File: src/rtl/dma_periph_port.sv
// Peripheral end of a DREQ/DACK DMA handshake: byte FIFO between a device and the
// DMA bus, block-length counting, completion interrupt and sticky protocol error.
module dma_periph_port #(
  parameter int unsigned DEPTH = 8,
  parameter int unsigned LENW  = 16
) (
  input  logic            cl,
  input  logic            rst_n,
  input  logic            start,
  input  logic            dir,
  input  logic [LENW-1:0] len,
  input  logic            dev_in_valid,
  input  logic [7:0]      dev_in_data,
  output logic            dev_in_ready,
  output logic            dev_out_valid,
  output logic [7:0]      dev_out_data,
  input  logic            dev_out_ready,
  output logic            DREQ,
  input  logic            DACK,
  input  logic            ior,
  input  logic            iow,
  input  logic [7:0]      data_in,
  output logic [7:0]      data_out,
  output logic            data_oe,
  output logic            busy,
  output logic            done_irq,
  output logic            err
);

  localparam int unsigned AW = (DEPTH > 1) ? $clog2(DEPTH) : 1;
  localparam int unsigned CW = AW + 1;

  typedef enum logic [1:0] {IDLE = 2'd0, ARMED = 2'd1, DRAIN = 2'd2} state_t;

  state_t          state, state_next;
  logic [7:0]      mem [DEPTH];
  logic [AW-1:0]   wr_ptr, rd_ptr;
  logic [CW-1:0]   count, count_next;
  logic [LENW-1:0] rem;
  logic            dir_q, dir_next;
  logic            rd_s, wr_s, armed, drain, full, empty;
  logic            dma_pop, dma_push, dev_push, dev_pop, push, pop;
  logic            strobe_err, rem_dec, last, start_ok;
  logic            dreq_d, done_d;

  assign data_out     = mem[rd_ptr];
  assign dev_out_data = mem[rd_ptr];

  // Strobe decode, FIFO handshakes and next occupancy.
  always_comb begin
    rd_s          = DACK & ~ior;
    wr_s          = DACK & ~iow;
    armed         = (state == ARMED);
    drain         = (state == DRAIN);
    full          = (count == CW'(DEPTH));
    empty         = (count == '0);
    start_ok      = (state == IDLE) & start;
    dma_pop       = armed & rd_s & ~wr_s & ~dir_q & ~empty;
    dma_push      = armed & wr_s & ~rd_s & dir_q & ~full;
    strobe_err    = armed & (rd_s | wr_s) & ~(dma_pop | dma_push);
    dev_in_ready  = armed & ~dir_q & ~full;
    dev_push      = dev_in_valid & dev_in_ready;
    dev_out_valid = (armed | drain) & dir_q & ~empty;
    dev_pop       = dev_out_valid & dev_out_ready;
    push          = dev_push | dma_push;
    pop           = dev_pop | dma_pop;
    rem_dec       = dma_pop | dma_push;
    last          = rem_dec & (rem == LENW'(1));
    count_next    = count;
    if (push && !pop)      count_next = count + CW'(1);
    else if (pop && !push) count_next = count - CW'(1);
  end

  // State register.
  always_ff @(posedge cl) begin
    if (!rst_n) state <= IDLE;
    else        state <= state_next;
  end

  // Next-state logic.
  always_comb begin
    state_next = state;
    case (state)
      IDLE:    if (start && (len != '0)) state_next = ARMED;
      ARMED:   if (last) state_next = dir_q ? DRAIN : IDLE;
      DRAIN:   if (count_next == '0) state_next = IDLE;
      default: state_next = IDLE;
    endcase
  end

  // Output logic; DREQ and done_irq are computed here and registered below.
  always_comb begin
    busy     = (state != IDLE);
    data_oe  = rd_s & ~dir_q & armed;
    dir_next = start_ok ? dir : dir_q;
    done_d   = 1'b0;
    case (state)
      IDLE:    done_d = start & (len == '0);
      ARMED:   done_d = last & ~dir_q;
      DRAIN:   done_d = (count_next == '0);
      default: done_d = 1'b0;
    endcase
    dreq_d = (state_next == ARMED) &&
             (dir_next ? (count_next <= CW'(DEPTH - 1)) : (count_next != '0));
  end

  // FIFO pointers, block counter and registered status.
  always_ff @(posedge cl) begin
    if (!rst_n) begin
      wr_ptr   <= '0;
      rd_ptr   <= '0;
      count    <= '0;
      rem      <= '0;
      dir_q    <= 1'b0;
      DREQ     <= 1'b0;
      done_irq <= 1'b0;
      err      <= 1'b0;
    end else begin
      if (push) wr_ptr <= wr_ptr + AW'(1);
      if (pop)  rd_ptr <= rd_ptr + AW'(1);
      count    <= count_next;
      dir_q    <= dir_next;
      DREQ     <= dreq_d;
      done_irq <= done_d;
      if (start_ok && (len != '0)) rem <= len;
      else if (rem_dec)            rem <= rem - LENW'(1);
      if (start_ok)                err <= 1'b0;
      else if (strobe_err)         err <= 1'b1;
    end
  end

  // Storage has no reset; occupancy is tracked by count.
  always_ff @(posedge cl) begin
    if (push) mem[wr_ptr] <= dev_push ? dev_in_data : data_in;
  end

endmodule

File: config.mk
export PLATFORM = sky130hd
export DESIGN_NAME = dma_periph_port
export DESIGN_NICKNAME = d
export VERILOG_FILES = /design/src/rtl/dma_periph_port.sv
export SDC_FILE = /design/constraint.sdc
export NUM_CORES = 1
export LEC_CHECK = 0
export BUFFER_PORTS_ARGS = -buffer_cell sky130_fd_sc_hd__buf_2
export CAP_MARGIN = 10
export CORE_MARGIN = 1
export CORE_UTILIZATION = 25
export CTS_CLUSTER_DIAMETER = 60
export DETAILED_ROUTE_END_ITERATION = 10
export REMOVE_ABC_BUFFERS = 1
export SLEW_MARGIN = 20
export SYNTH_ARGS = -nofsm -noshare
export SYNTH_HDL_FRONTEND = slang
export SYNTH_SLANG_ARGS = --single-unit
File: constraint.sdc
create_clock -name cl -period 3.2 [get_ports cl]
set_input_delay 0.16 -clock cl [delete_from_list [all_inputs] [get_ports cl]]
set_output_delay 0.16 -clock cl [all_outputs]
set_load 0.1 [all_outputs]
* Word-level counts from Yosys, hierarchy flattened
Memory sizes are Yosys's and may differ from the RTL's. A register that Yosys moved wholly into a read port is not among the register bits. Index checks and enable logic that the tools add are counted.
Word-level totals: register bits after elaboration 32, bits in latches 0, memory bits (writable) 64, ROM bits 0, input port bits 41, output and inout bits 23, word-level logic and storage cells 92, memories kept 1
Cells by class: add/subtract/negate cells 5, multipliers 0, divide/modulo/power cells 0, order comparisons 1, equal/unequal tests 5, shifts and indexed selects 0, mux-type cells 17, bitwise logic cells 38, reductions and logical operators 16
Memory list:
- mem | words 8, width 8, rd ports 1, clocked after memory_dff 1, wr ports 1, line 36 | logic [7:0] mem [DEPTH];
Operators by type and width (number):
- $mux W16 | 2
- $and A1 B1 Y1 | 24
- $eq A16 B1 Y1 const B | 1
- $logic_not A16 Y1 | 1
- $reduce_bool A16 Y1 | 1
- $sub A16 B1 Y16 const B | 1
- $not A1 Y1 | 9
- $logic_not A4 Y1 | 2
- $mux W2 | 4
- $mux W4 | 2
- $mux W8 | 1
- $add A3 B1 Y3 const B | 2
- $mux W3 | 2
- $pmux W2 S3 | 1
- $logic_and A1 B1 Y1 | 5
- $or A1 B1 Y1 | 5
- $add A4 B1 Y4 const B | 1
- $eq A2 B1 Y1 const B | 2
- $eq A4 B4 Y1 const B | 1
- $le A4 B3 Y1 const B | 1
- $mux W1 | 4
- $reduce_bool A2 Y1 | 2
- $reduce_bool A4 Y1 | 1
- $sub A4 B1 Y4 const B | 1
- other kinds (5) | 6

* Depth between registers and ports, before layout
Gate-level depths: netlist of run 1.
depth in word-level cells 16, mapped depth 11, gate-level depth less buffers 10

* Worst setup path after synthesis of run 1
Ideal clock, no wire load.
path type register -> register, start point reg state[1], end point reg DREQ, setup time 0.115 ns, arrival 2.880 ns, data required time 3.085 ns, setup slack 0.205 ns, stages on the path, launching flop included 12, buffers on the path 1, clock period less this slack 2.995 ns, path through dfxtp_1 inv_1 ha_1 and4bb_1 nand2_1 a21oi_1 buf_4 mux2i_1 xor2_1 o31ai_1 o31a_2 and3_1
Between the ends: longest elaborated chain between the ends 15, elaborated cells on any way between the ends 40, classes of those cells 1 x order compare; 3 x eq/ne; 8 x mux; 20 x bitwise; 8 x reduce/logical
RTL lines:
- start, declared | line 35 | state_t state, state_next;
- start signal, assigned | line 77 | else state <= state_next;
- $eq A2 B1 Y1 | line 53, 83
- $and A1 B1 Y1 (4 in a row) | line 59 | dma_push = armed & wr_s & ~rd_s & dir_q & ~full;
- $or A1 B1 Y1 | line 65 | push = dev_push | dma_push;
- $logic_not A1 Y1 | line 71 | else if (pop && !push) count_next = count - CW'(1);
- $logic_and A1 B1 Y1 | line 71
- $mux W4 | line 71
- $mux W4 | line 70 | if (push && !pop) count_next = count + CW'(1);
- $logic_not A4 Y1 | line 86 | DRAIN: if (count_next == '0) state_next = IDLE;
- $mux W2 | line 86
- $pmux W2 S3 | line 83 | case (state)
- $eq A2 B1 Y1 | line 103 | dreq_d = (state_next == ARMED) &&
- $logic_and A1 B1 Y1 * | line 103
- end signal, assigned | line 123 | DREQ <= dreq_d;
- end, declared | line 18 | output logic DREQ,
Mark *: on every way between the ends. The rest lies on a longest branch, timed or not. A chain may end at the register's enable or synchronous reset.

* Worst setup path after layout of run 1
start point reg count[0], end point reg DREQ
Between the ends: longest elaborated chain between the ends 14, elaborated cells on any way between the ends 31, classes of those cells 2 x add/sub; 1 x order compare; 2 x eq/ne; 6 x mux; 12 x bitwise; 8 x reduce/logical
RTL lines:
- start, declared | line 38 | logic [CW-1:0] count, count_next;
- start signal, assigned | line 121 | count <= count_next;
- $eq A4 B4 Y1 | line 55 | full = (count == CW'(DEPTH));
- $not A1 Y1 | line 59, 61
- $and A1 B1 Y1 | line 61 | dev_in_ready = armed & ~dir_q & ~full;
- $and A1 B1 Y1 | line 62 | dev_push = dev_in_valid & dev_in_ready;
- $or A1 B1 Y1 | line 65
- $logic_not A1 Y1 | line 71
- $logic_and A1 B1 Y1 | line 71
- $mux W4 | line 71
- $mux W4 | line 70
- $logic_not A4 Y1 | line 86
- $mux W2 | line 86
- $pmux W2 S3 | line 83
- $eq A2 B1 Y1 | line 103
- $logic_and A1 B1 Y1 * | line 103
Marks and branches as above.

==> results.py, run 1 <==
metrics = {
    "global_route": {
        "grt_pass1_vias": 2927,
        "antenna_found_initial": 0,
        "grt_pass1_wl_um": 15400,
        "grt_max_degree": 32,
        "grt_overflow": 0,
        "grt_usage_pct": 10.4,
    },
    "critical_path": {
        "critical_path_class": "register to register",
        "path_cells": "inv_1 > ha_1 > nand3b_1 > o211ai_1 > nor4_1 > a211oi_2 > o31ai_1 > a221oi_2 > and3_1",
        "crit_path_end_kind": "register",
        "worstPathArrival_ns": 3.03,
        "max_stage_delay_ns": 0.48,
        "crit_fanout": 12,
        "startpoint_type": "register",
        "timing.critical_path.required_ns": 3.44,
        "crit_buf_inv": 1,
        "path_delay_family": "compound AO/OA/AOI/OAI gates",
        "cp_slowest_cell": "nor4_1",
    },
    "clocking": {
        "post_cts_resized": 0,
        "cts_hold_buffers": 0,
        "cts_made_buffers": 9,
        "cts.clk_slew.worst_paths_ns": 0.07,
        "clock_path_buffers": 2,
        "cts_setup_buffers": 0,
        "cts_sinks": 99,
        "clk_latency_ns": 0.34,
        "clock-root-buffer": "clkbuf_16",
        "htree_levels": 3,
        "cts_tree": "done",
    },
    "drt": {
        "avgRoutedWirePerCell_um": 15.0,
        "ant_nets": 0,
        "drt-total-wl_um": 9560,
        "drt_iter0_markers": 150,
        "dr.pass1.iters": 7,
        "drc": 14,
        "dr_total_vias": 2981,
        "viasPerCell": 4.67,
    },
    "floorplanning": {
        "boundaryPins": 64,
        "rows": 49,
        "initial_core_util_pct": 25.6,
        "core-area_um2": 18100,
        "die_h_um": 138,
        "dieWidth_um": 138,
        "dieArea_um2": 19100,
    },
    "placement": {
        "hpwlAfterDp_um": 6630,
        "portBuffers": 63,
        "dp_cells": 622,
        "gp_congestion": 0.833,
    },
    "yosys": {
        "ys_top_cells_by_count": "64 x edfxtp_1, 35 x dfxtp_1, 23 x nand2_1",
        "yosysTopAreaCellShare_pct": 41.5,
        "async_flop_share_pct": 0,
        "synth.most_common_cell": "edfxtp_1",
        "yosysTopAreaCell": "edfxtp_1",
        "yosysUniqueCellTypes": 58,
        "ys.flop_type": "edfxtp_1",
        "synth_area_leaders": "edfxtp_1 42%, dfxtp_1 15%, mux4_2 7.8%",
        "yosys_warnings": 0,
        "synth.avg_cell_area_um2": 13.5,
        "synth-seq-cells": 99,
        "synth_edf_count": 64,
        "synth-seq-area-share_pct": 56.6,
        "syn-instance-count": 343,
        "netlist_area_um2": 4630,
    },
    "cells_and_area": {
        "drive_gt1_share_pct": 32.8,
        "diodes": 0,
        "syn_to_final_growth_pct": 18.7,
        "design.final.nets": 455,
        "final_cells": 638,
    },
    "sta": {
        "hold_viol_final": 0,
        "setup_viol": 0,
        "fmax_mhz": 358,
        "finalCritPeriodShare_pct": 87.2,
        "grt_setup_unrepaired": "false",
        "skew_ns": 0.00738,
        "fin_tns_setup_ns": 0,
        "finalCriticalPeriod_ns": 2.79,
        "worst_pin_slew_ns": 0.970,
        "relSlewSlack_pct": 35.1,
        "slew_violations": 0,
    },
    "min_path": {
        "hold_class": "input pin to register",
    },
    "outcome": {
        "status": "finished, violations left",
        "violations": "DRC",
    },
    "power_and_ir_drop": {
        "irDropWorstVdd_v": 0.000313,
        "leakagePower_nw": 2.04,
        "design_power_total_mw": 2.94,
        "powerDensity_nw_per_um2": 535,
    },
    "run": {
        "maxCapViolCount": 0,
    },
}
==> worst paths after layout <==
| kind | startpoint | to | slack (ns) | cells past startpoint |
|---|---|---|---|---|
| worst min-delay path | len[4] | rem[4] | 0.08 | 2 |
| worst max register to register | count[0] | DREQ | 0.41 | 9 |
| worst min register to register | err | err | 0.52 | 1 |
| worst max-delay path | count[0] | DREQ | 0.41 | 9 |
==> placed cells by master (no fill, tap or decap), types with 4 or more instances in the layout <==
cell type  instances
dfxtp_1           35
nand3_1            8
ha_1              10
buf_4             12
mux2_2            16
o211a_1           13
nor2_1             7
nor3_1             7
mux2i_1            5
a21oi_1            6
and2_1             8
edfxtp_1          64
nor2b_1            7
xnor2_1           15
inv_1              9
o21ai_0            7
xor2_1             4
nor4_1            11
clkbuf_16          9
mux4_2            16
or3_1              5
buf_2             63
nand2_1           23
==> cells by family after synthesis <==
kind of cell	Yosys count	synth area share [%]
buf+inv	34	3.54
flops	99	56.6
mux	38	13.0
xor+xnor	19	3.59
simple gates	99	12.7
fa+ha+maj	11	2.92
compound gates	43	7.62
==> area by class of cell <==
| class | count | area [µm²] |
|---|---|---|
| Clock buffer | 9 | 225 |
| Sequential cell | 99 | 2620 |
| Clock inverter | 7 | 65.1 |
| Inverter | 9 | 33.8 |
| Fill cell | 1781 | 12600 |
| Multi-Input combinational cell | 210 | 1860 |
| Timing Repair Buffer | 75 | 405 |
| Tap cell | 229 | 287 |
==> layer usage <==
metal	GRT usage (%)	vias up	routed length (µm)
met5	0	-	0
met4	2.66	0	57
met3	2.56	7	431
met2	16.8	96	4540
met1	14.0	1451	4530
li1	-	1427	-
==> registers in the layout, indices dropped and copies added, names as in the netlist, named ones only <==
signal	cells
mem	64
rem	16
count	4
rd_ptr	3
wr_ptr	3
state	2
DREQ	1
dir_q	1
done_irq	1
err	1
==> stage by stage <==
| stage | hold slack (ns) | worst slack, ns | util [%] | cell area, µm² |
|---|---|---|---|---|
| after CTS | 0.0613 | 0.427 | 30.4 | 5500 |
| after global placement | 0.420 | 0.537 | 28.8 | 5200 |
| final | 0.0788 | 0.409 | 30.4 | 5500 |
| after global routing | 0.0682 | 0.154 | 30.4 | 5500 |
| after floorplan | 0.282 | -0.306 | - | 4500 |
| after detailed placement | 0.423 | 0.452 | 28.8 | 5200 |
==> report_power, final <==
part | total, mW | leakage [nW] | switching, mW | internal, mW
sequential | 1.44 | 0.863 | 0.0384 | 1.41
combinational | 0.461 | 1.04 | 0.303 | 0.158
clock | 1.04 | 0.138 | 0.497 | 0.541
Note: power is estimated with default switching activity, not from simulation.
==> run 2: changes to the inputs <==
- PLACE_DENSITY: default -> 0.5
==> results.py, run 2 (synthesized netlist as in run 1, its figures left out) <==
metrics = {
    "outcome": {
        "status": "finished, violations left",
        "violations": "DRC",
    },
    "cells_and_area": {
        "final_cells": 639,
        "utilization_pct": 30.6,
        "layout_commonest_cell": "edfxtp_1",
        "filler_cell_count": 1800,
        "fin_area_um2": 5530,
        "diodes": 0,
        "syn_to_final_growth_pct": 19.4,
        "drive_gt1_share_pct": 33.7,
        "regMostFlops": "mem",
        "largest_register_ffs": 64,
        "design.final.nets": 457,
        "reg_top3": "mem (64), rem (16), count (4)",
        "final_cell_mix": "64 x edfxtp_1, 63 x buf_2, 35 x dfxtp_1, 23 x nand2_1",
    },
    "power_and_ir_drop": {
        "power_frac_seq_pct": 48.1,
        "switchingPower_uw": 828,
        "powerDensity_nw_per_um2": 544,
        "combPwrFrac_pct": 15.5,
        "leakagePower_nw": 2.06,
        "p_sw_share_pct": 27.6,
        "p_int_mw": 2.18,
        "power.share.clock_pct": 36.4,
        "irDropWorstVdd_v": 0.000334,
    },
    "global_route": {
        "grt_max_degree": 32,
        "antenna_found_initial": 0,
        "grtUsageMet2_pct": 17.6,
        "grt_usage_pct": 10.7,
        "grt_pass1_vias": 2977,
        "grt_util_met1_pct": 13.8,
        "grt_overflow": 0,
        "grt_use_met3_pct": 2.60,
        "top_usage_layer": "met2",
        "grt_pass1_wl_um": 15600,
    },
    "drt": {
        "drt-total-wl_um": 9830,
        "dr_total_vias": 2990,
        "drt_iter0_markers": 125,
        "dr.pass1.iters": 9,
        "drc": 12,
        "viasPerCell": 4.68,
        "avgRoutedWirePerCell_um": 15.4,
        "ant_nets": 0,
    },
    "critical_path": {
        "crit_path_end_kind": "register",
        "startpoint_type": "register",
        "max_stage_delay_ns": 0.49,
        "rr_endpoint": "rem[5]",
        "critical_path_class": "register to register",
        "path_cells": "inv_1 > ha_1 > nor3b_1 > o32ai_2 > nand3_1 > or3_1 > nor4_1 > xnor2_1 > nand2_1 > o211a_1",
        "ff2ff_path_depth": 10,
        "crit_start": "count[0]",
        "cp_slowest_cell": "or3_1",
        "r2r_slack_ns": 0.43,
        "worstPathArrival_ns": 3.01,
        "crit_fanout": 9,
        "timing.critical_path.required_ns": 3.44,
        "reg2reg_from": "count[0]",
    },
    "placement": {
        "placed_cell_area_um2": 5230,
        "place_ws_ns": 0.421,
        "hpwlAfterDp_um": 6680,
        "portBuffers": 63,
        "dp_cells": 624,
        "gp_congestion": 0.834,
    },
    "sta": {
        "relSlewSlack_pct": 42.0,
        "skew_ns": 0.0117,
        "slew_violations": 0,
        "worst_pin_slew_ns": 0.869,
        "fmax_mhz": 361,
        "setup_viol": 0,
        "holdWs_ns": 0.0690,
        "grt_setup_unrepaired": "false",
        "finalCritPeriodShare_pct": 86.5,
        "fin_ws_ns": 0.433,
        "finalCriticalPeriod_ns": 2.77,
        "hold_viol_final": 0,
    },
    "clocking": {
        "cts_sinks": 99,
        "cts_setup_buffers": 0,
        "clock_path_buffers": 2,
        "htree_levels": 3,
        "cts.clk_slew.worst_paths_ns": 0.07,
        "clock-root-buffer": "clkbuf_16",
        "post_cts_resized": 0,
        "clk_latency_ns": 0.35,
        "cts_hold_buffers": 0,
        "cts_made_buffers": 9,
        "cts_tree": "done",
    },
    "run": {
        "maxCapViolCount": 0,
    },
    "floorplanning": {
        "rows": 49,
        "core-area_um2": 18100,
        "die_h_um": 138,
        "boundaryPins": 64,
        "dieWidth_um": 138,
        "initial_core_util_pct": 25.6,
        "dieArea_um2": 19100,
    },
    "min_path": {
        "hold_class": "input pin to register",
        "hold_end": "rem[8]",
        "holdCritStartpoint": "len[8]",
        "hold_depth": 2,
    },
}
==> run 2: cell count changes in the layout (fill, tap and decap cells not counted), sizes merged <==
cell      before  now
buf           75   77
inv           10   12
clkinv         5    0
bufinv         0    1
clkinvlp       1    2
==> run 2: through the flow <==
step	TNS (ns)	power (mW)
5_1_grt	0	3.12
6_report	0	3.00
2_1_floorplan	-0.642	1.81
3_3_place_gp	0	1.93
3_5_place_dp	0	1.94
4_1_cts	0	3.04
==> run 2: worst max path at each step <==
stage,end,cells after the start,slack (ns)
floorplan,DREQ,10,-0.31
global placement,rem[5],10,0.51
detailed placement,rem[5],10,0.42
CTS,rem[5],10,0.40
global route,rem[5],10,0.09
finish,rem[5],10,0.43
==> run 2: critical path, delay by kind of cell (launching register included) <==
family / cells / cell delay [ns]
DFF: 1 / 0.44
xor gates and xnor gates: 1 / 0.16
AOI/OAI and AO/OA: 2 / 0.48
adders and majority gates: 1 / 0.25
buffers and inverters: 1 / 0.11
and+or+nand+nor: 5 / 1.25
==> run 2: cell type report <==
class / count / area, µm² / area share [%]
clock buffers: 9 / 225 / 4.07
repair buffers: 77 / 420 / 7.61
clock inverters: 6 / 71.3 / 1.29
inverters: 9 / 33.8 / 0.611
multi-input cells: 210 / 1870 / 33.8
flip-flops and latches: 99 / 2620 / 47.4
well taps: 229 / 287 / 5.18
==> run 2: power groups by stage <==
| stage | clock network (mW) | registers, mW | logic (mW) |
|---|---|---|---|
| floorplan | 0 | 1.48 | 0.332 |
| global placement | 0 | 1.47 | 0.461 |
| detailed placement | 0 | 1.47 | 0.467 |
| CTS | 1.12 | 1.44 | 0.472 |
| global route | 1.17 | 1.45 | 0.506 |
| finish | 1.09 | 1.44 | 0.467 |
==> run 2: layer usage <==
| layer | up-vias | wire length, µm |
|---|---|---|
| met3 | 7 | 496 |
| met5 | - | 0 |
| li1 | 1432 | - |
| met1 | 1452 | 4620 |
| met4 | 0 | 95 |
| met2 | 99 | 4610 |
